`src/rtl/fifo_pkg.sv`:
```
// Shared FIFO definitions.
// Count-width helper and default geometry.
package fifo_pkg;

  localparam int DEF_DATA_W = 8;
  localparam int DEF_DEPTH  = 16;

  function automatic int fifo_count_w(input int depth);
    return $clog2(depth) + 1;
  endfunction

endpackage

```
`src/rtl/sync_fifo_if.sv`:
```
// FIFO write/read/status bundle.
// master drives requests, slave is the FIFO.
interface sync_fifo_if
  import fifo_pkg::*;
#(
  parameter int DATA_W = DEF_DATA_W,
  parameter int DEPTH  = DEF_DEPTH
);

  localparam int CW = fifo_count_w(DEPTH);

  logic              wr_en;
  logic [DATA_W-1:0] din;
  logic              rd_en;
  logic              clr_err;
  logic [DATA_W-1:0] dout;
  logic              dout_valid;
  logic              full;
  logic              empty;
  logic              almost_full;
  logic              almost_empty;
  logic [CW-1:0]     count;
  logic              overflow;
  logic              underflow;

  modport master (
    output wr_en, din, rd_en, clr_err,
    input  dout, dout_valid, full, empty,
    input  almost_full, almost_empty,
    input  count, overflow, underflow
  );

  modport slave (
    input  wr_en, din, rd_en, clr_err,
    output dout, dout_valid, full, empty,
    output almost_full, almost_empty,
    output count, overflow, underflow
  );

endinterface

```
`src/rtl/fifo_ram.sv`:
```
// DEPTH x DATA_W storage array.
// Synchronous write, asynchronous read.
module fifo_ram #(
  parameter int DATA_W = 8,
  parameter int DEPTH  = 16,
  parameter int AW     = $clog2(DEPTH)
) (
  input  logic              clk,
  input  logic              we,
  input  logic [AW-1:0]     waddr,
  input  logic [DATA_W-1:0] wdata,
  input  logic [AW-1:0]     raddr,
  output logic [DATA_W-1:0] rdata
);

  logic [DATA_W-1:0] mem [DEPTH];

  // write port, contents intentionally not reset
  always_ff @(posedge clk) begin
    if (we) mem[waddr] <= wdata;
  end

  assign rdata = mem[raddr];

endmodule

```
`src/rtl/sync_fifo.sv`:
```
// Single-clock FIFO with count, thresholds,
// standard/FWFT read and sticky error flags.
module sync_fifo
  import fifo_pkg::*;
#(
  parameter int DATA_W    = DEF_DATA_W,
  parameter int DEPTH     = DEF_DEPTH,
  parameter int AFULL_TH  = DEPTH - 2,
  parameter int AEMPTY_TH = 2,
  parameter int FWFT      = 0
) (
  input logic        clk,
  input logic        rst,
  sync_fifo_if.slave bus
);

  localparam int AW = $clog2(DEPTH);
  localparam int CW = fifo_count_w(DEPTH);

  localparam logic [CW-1:0] FULL_C = CW'(DEPTH);
  localparam logic [CW-1:0] AF_C   = CW'(AFULL_TH);
  localparam logic [CW-1:0] AE_C   = CW'(AEMPTY_TH);

  logic [AW-1:0]     wr_ptr;
  logic [AW-1:0]     rd_ptr;
  logic [CW-1:0]     count;
  logic [DATA_W-1:0] rdata;
  logic              full;
  logic              empty;
  logic              wr_ok;
  logic              rd_ok;
  logic              ovf_q;
  logic              unf_q;

  // flags come from the count register only
  assign full  = (count == FULL_C);
  assign empty = (count == '0);

  // acceptance ignores same-cycle opposite op
  assign wr_ok = bus.wr_en & ~full;
  assign rd_ok = bus.rd_en & ~empty;

  fifo_ram #(
    .DATA_W (DATA_W),
    .DEPTH  (DEPTH),
    .AW     (AW)
  ) u_ram (
    .clk   (clk),
    .we    (wr_ok & ~rst),
    .waddr (wr_ptr),
    .wdata (bus.din),
    .raddr (rd_ptr),
    .rdata (rdata)
  );

  // pointers wrap naturally at DEPTH
  always_ff @(posedge clk) begin
    if (rst) begin
      wr_ptr <= '0;
      rd_ptr <= '0;
    end else begin
      if (wr_ok) wr_ptr <= wr_ptr + AW'(1);
      if (rd_ok) rd_ptr <= rd_ptr + AW'(1);
    end
  end

  // occupancy: both or neither leaves it alone
  always_ff @(posedge clk) begin
    if (rst) begin
      count <= '0;
    end else begin
      unique case (1'b1)
        (wr_ok & ~rd_ok): count <= count + CW'(1);
        (rd_ok & ~wr_ok): count <= count - CW'(1);
        default:          count <= count;
      endcase
    end
  end

  // sticky errors, a new error beats clr_err
  always_ff @(posedge clk) begin
    if (rst) begin
      ovf_q <= 1'b0;
      unf_q <= 1'b0;
    end else begin
      if (bus.wr_en & full)     ovf_q <= 1'b1;
      else if (bus.clr_err)     ovf_q <= 1'b0;
      if (bus.rd_en & empty)    unf_q <= 1'b1;
      else if (bus.clr_err)     unf_q <= 1'b0;
    end
  end

  generate
    if (FWFT != 0) begin : g_fwft
      // head word shown whenever present
      assign bus.dout       = empty ? '0 : rdata;
      assign bus.dout_valid = ~empty;
    end else begin : g_std
      logic [DATA_W-1:0] dout_q;
      logic              vld_q;

      // popped word registered, held between reads
      always_ff @(posedge clk) begin
        if (rst) begin
          dout_q <= '0;
          vld_q  <= 1'b0;
        end else begin
          vld_q <= rd_ok;
          if (rd_ok) dout_q <= rdata;
        end
      end

      assign bus.dout       = dout_q;
      assign bus.dout_valid = vld_q;
    end
  endgenerate

  assign bus.full         = full;
  assign bus.empty        = empty;
  assign bus.almost_full  = (count >= AF_C);
  assign bus.almost_empty = (count <= AE_C);
  assign bus.count        = count;
  assign bus.overflow     = ovf_q;
  assign bus.underflow    = unf_q;

endmodule

```
`src/flat_wrapper.sv`:
```
// flat-port wrapper written by rule: the top's interface ports become plain ports
module sync_fifo_flat import fifo_pkg::*;
#(
  parameter int DATA_W    = DEF_DATA_W,
  parameter int DEPTH     = DEF_DEPTH,
  parameter int AFULL_TH  = DEPTH - 2,
  parameter int AEMPTY_TH = 2,
  parameter int FWFT      = 0
)
  (clk, rst, bus_wr_en, bus_din, bus_rd_en, bus_clr_err, bus_dout, bus_dout_valid, bus_full, bus_empty, bus_almost_full, bus_almost_empty, bus_count, bus_overflow, bus_underflow);
  sync_fifo_if #(.DATA_W(DATA_W), .DEPTH(DEPTH)) bus_i ();
  input logic clk;
  input logic rst;
  input wire logic [$bits(bus_i.wr_en)-1:0] bus_wr_en;
  input wire logic [$bits(bus_i.din)-1:0] bus_din;
  input wire logic [$bits(bus_i.rd_en)-1:0] bus_rd_en;
  input wire logic [$bits(bus_i.clr_err)-1:0] bus_clr_err;
  output wire logic [$bits(bus_i.dout)-1:0] bus_dout;
  output wire logic [$bits(bus_i.dout_valid)-1:0] bus_dout_valid;
  output wire logic [$bits(bus_i.full)-1:0] bus_full;
  output wire logic [$bits(bus_i.empty)-1:0] bus_empty;
  output wire logic [$bits(bus_i.almost_full)-1:0] bus_almost_full;
  output wire logic [$bits(bus_i.almost_empty)-1:0] bus_almost_empty;
  output wire logic [$bits(bus_i.count)-1:0] bus_count;
  output wire logic [$bits(bus_i.overflow)-1:0] bus_overflow;
  output wire logic [$bits(bus_i.underflow)-1:0] bus_underflow;
  assign bus_i.wr_en = bus_wr_en;
  assign bus_i.din = bus_din;
  assign bus_i.rd_en = bus_rd_en;
  assign bus_i.clr_err = bus_clr_err;
  assign bus_dout = bus_i.dout;
  assign bus_dout_valid = bus_i.dout_valid;
  assign bus_full = bus_i.full;
  assign bus_empty = bus_i.empty;
  assign bus_almost_full = bus_i.almost_full;
  assign bus_almost_empty = bus_i.almost_empty;
  assign bus_count = bus_i.count;
  assign bus_overflow = bus_i.overflow;
  assign bus_underflow = bus_i.underflow;
  sync_fifo #(.DATA_W(DATA_W), .DEPTH(DEPTH), .AFULL_TH(AFULL_TH), .AEMPTY_TH(AEMPTY_TH), .FWFT(FWFT)) u_core (.clk(clk), .rst(rst), .bus(bus_i));
endmodule
```
`config.mk`:
```
export PLATFORM = sky130hd
export DESIGN_NAME = sync_fifo_flat
export DESIGN_NICKNAME = d
export VERILOG_FILES = /design/src/rtl/fifo_pkg.sv /design/src/rtl/sync_fifo_if.sv /design/src/rtl/fifo_ram.sv /design/src/rtl/sync_fifo.sv /design/src/flat_wrapper.sv
export SDC_FILE = /design/constraint.sdc
export NUM_CORES = 1
export LEC_CHECK = 0
export CAP_MARGIN = 10
export CORE_MARGIN = 2
export CORE_UTILIZATION = 64
export DETAILED_ROUTE_END_ITERATION = 12
export PLACE_DENSITY = 0.84
export SETUP_SLACK_MARGIN = 0.3
export SLEW_MARGIN = 0
export SYNTH_ARGS = -nofsm -noshare
export SYNTH_HDL_FRONTEND = slang
export SYNTH_SLANG_ARGS = --single-unit
```
`constraint.sdc`:
```
create_clock -name clk -period 4.9 [get_ports clk]
set_input_delay 0.98 -clock clk [delete_from_list [all_inputs] [get_ports clk]]
set_output_delay 0.98 -clock clk [all_outputs]
set_load 0.05 [all_outputs]
```
==> results.json <==
{
  "grtUsageTotal": 0.248,
  "gp_congestion": 0.768,
  "core-area_um2": 9240,
  "cts_sinks": 152,
  "worst-path-buf-inv": 1,
  "dp_slack_ns": 1.14,
  "cts_setup_buffers": 0,
  "routed_via_density": 6.08,
  "hold_class": "flip-flop to flip-flop",
  "die_w_um": 101,
  "tritoncts": "yes",
  "crit_path_end_kind": "primary output",
  "dpl_cell_area_um2": 6470,
  "leakagePower_nw": 2.26,
  "maxSlewHeadroom": 0.331,
  "setup_violations": 0,
  "crit_type": "flip-flop to primary output",
  "initial_core_util": 0.658,
  "worstPathCellList": "nor4_4 > and2_4 > clkdlybuf4s50_1",
  "clk_pin_slew_ns": 0.06,
  "holdBufCountCts": 0,
  "antenna_found_initial": 0,
  "irDropWorstVdd_uv": 344,
  "ctsLongestPathBuffers": 2,
  "first_pass_iters": 5,
  "h-tree-depth": 4,
  "cp_slowest_cell": "clkdlybuf4s50_1",
  "syn_to_final_growth_pct": 15.4,
  "grt_pass1_vias": 3279,
  "io_buffers": 32,
  "crit_path_max_incr_delay_ns": 0.80,
  "n_antenna_cell": 0,
  "drc_errors": 0,
  "cts_buffers": 17,
  "final_core_util": 0.759,
  "fmax_mhz": 308,
  "timing.rr.start": "u_core.bus.count[0]",
  "layout-drive-gt1-share": 0.157,
  "hold_violations": 0,
  "synth_cells": 368,
  "finalSetupTns_ns": 0,
  "dieArea_um2": 10300,
  "fillerInstances": 507,
  "period_share": 0.662,
  "min_period_ns": 3.24,
  "cp_max_fo": 6,
  "nets": 425,
  "worst-path-stages": 3,
  "netlist.top_cell.by_area": "edfxtp_1",
  "crit_family": "buffers and inverters",
  "skew_ns": 0.0125,
  "synth_cell_type_count": 43,
  "whs_ns": 0.503,
  "fp.dieH_um": 101,
  "row_count": 35,
  "reg2reg_depth": 12,
  "syn_area_per_cell_um2": 16.5,
  "worstPathArrival_ns": 2.26,
  "design_area_um2": 7010,
  "yosys_warnings": 0,
  "clk_latency_ns": 0.52,
  "critPathLaunch": "u_core.bus.count[0]",
  "wirelength_um": 11500,
  "num_vias": 3309,
  "powerDensity_nw_per_um2": 531,
  "io_pins": 33,
  "post_cts_resized": 0,
  "status": "finished clean",
  "drv_slew": 0,
  "hold-path-cell-count": 2,
  "rsz0062_at_grt": "false",
  "final_common_cell": "edfxtp_1",
  "drv_cap": 0,
  "place.detailed.hpwl_um": 7050,
  "grt_pass1_wl_um": 18100,
  "drtIter0Drc": 411,
  "synth.area.top_cells": "edfxtp_1 63%, mux4_2 8.5%, dfxtp_1 7.9%, nor2_1 3.0%, mux2i_1 2.8%",
  "layout_common_cells": "128 x edfxtp_1, 48 x nor2_1, 32 x clkdlybuf4s50_1",
  "start_kind": "flip-flop",
  "fin_ws_ns": 1.66,
  "detail-route-antenna-nets": 0,
  "yosys_register_bits": 152,
  "worstMarginPinSlew_ns": 1.00,
  "synth_top_area_share": 0.633,
  "grt_max_degree": 36,
  "cts_root_buffer": "clkbuf_8",
  "syn-num-nets": 391,
  "wl_per_cell_um": 21.2,
  "worstHoldStart": "u_core.bus.dout[7]",
  "synthesis.area_um2": 6080,
  "grt_overflow": 0,
  "required_ns": 3.92,
  "synth-seq-area-share": 0.712
}
[routing by layer]
metal	global-route usage	routed length [um]	vias to the layer above
met4	0.0884	231	0
met1	0.334	4710	1646
li1	-	-	1484
met3	0.0614	676	20
met5	0	0	-
met2	0.402	5900	159
[synth_stat cells, drive strengths merged]
master and count:
a2111oi 1, a211oi 3, a21boi 1, a21o 1, a21oi 16, a22oi 7
a311oi 7, a31oi 1, and2 3, and2b 1, buf 12, clkbuf 7
dfxtp 24, edfxtp 128, fa 1, ha 9, inv 10, mux2 2
mux2i 17, mux4 23, nand2 11, nand2b 1, nand3 2, nand3b 1
nand4 2, nor2 48, nor2b 5, nor3 2, nor4 1, o21ai 2
o22ai 7, or2 1, or3 2, or3b 1, xnor2 4, xor2 4
[sequential cells by signal, indices dropped and copies added (netlist names)]
register / count
u_core.wr_ptr: 4
u_core.rd_ptr: 4
u_core.bus.dout: 8
u_core.bus.overflow: 1
u_core.bus.count: 5
u_core.u_ram.mem: 128
u_core.bus.dout_valid: 1
u_core.bus.underflow: 1
[final timing paths]
check,endpoint,slack [ns]
setup / recovery,bus_empty,1.66
hold / removal,u_core.bus.dout[7],0.50
setup reg to reg,u_core.bus.count[4],1.83
hold reg to reg,u_core.bus.dout[7],0.50
[power by group]
part	switching (mW)	internal, mW	total, mW
logic	0.574	0.388	0.961
registers	0.110	1.48	1.59
clock network	0.498	0.672	1.17
[cell families after synthesis]
group / after synthesis / synth area share
AO/OA/AOI/OAI: 46 / 0.0511
XOR/XNOR: 8 / 0.0115
AND/OR/NAND/NOR: 81 / 0.0643
adder cells (fa/ha/maj): 10 / 0.0218
multiplexers: 42 / 0.117
buffers and inverters: 29 / 0.0227
flip-flops: 152 / 0.712
[metrics by stage]
stage	total power [mW]	std cells
finish	3.72	544
global route	3.87	544
CTS	3.75	544
detailed placement	2.58	512
global placement	2.55	512
floorplan	2.32	368
[layout make-up]
class | count | area (um^2) | share of cell area
Inverter | 10 | 37.5 | 0.00535
Multi-Input combinational cell | 187 | 1610 | 0.230
Tap cell | 129 | 161 | 0.0230
Timing Repair Buffer | 34 | 335 | 0.0478
Clock buffer | 17 | 414 | 0.0590
Clock inverter | 15 | 125 | 0.0178
Sequential cell | 152 | 4330 | 0.617
[tightest hold or removal path, cell delays in order (launching register included)]
cell,delay (ns)
dfxtp_1,0.32
nor2_1,0.09
nor3_1,0.05
Power figures use the tool's default switching activity.
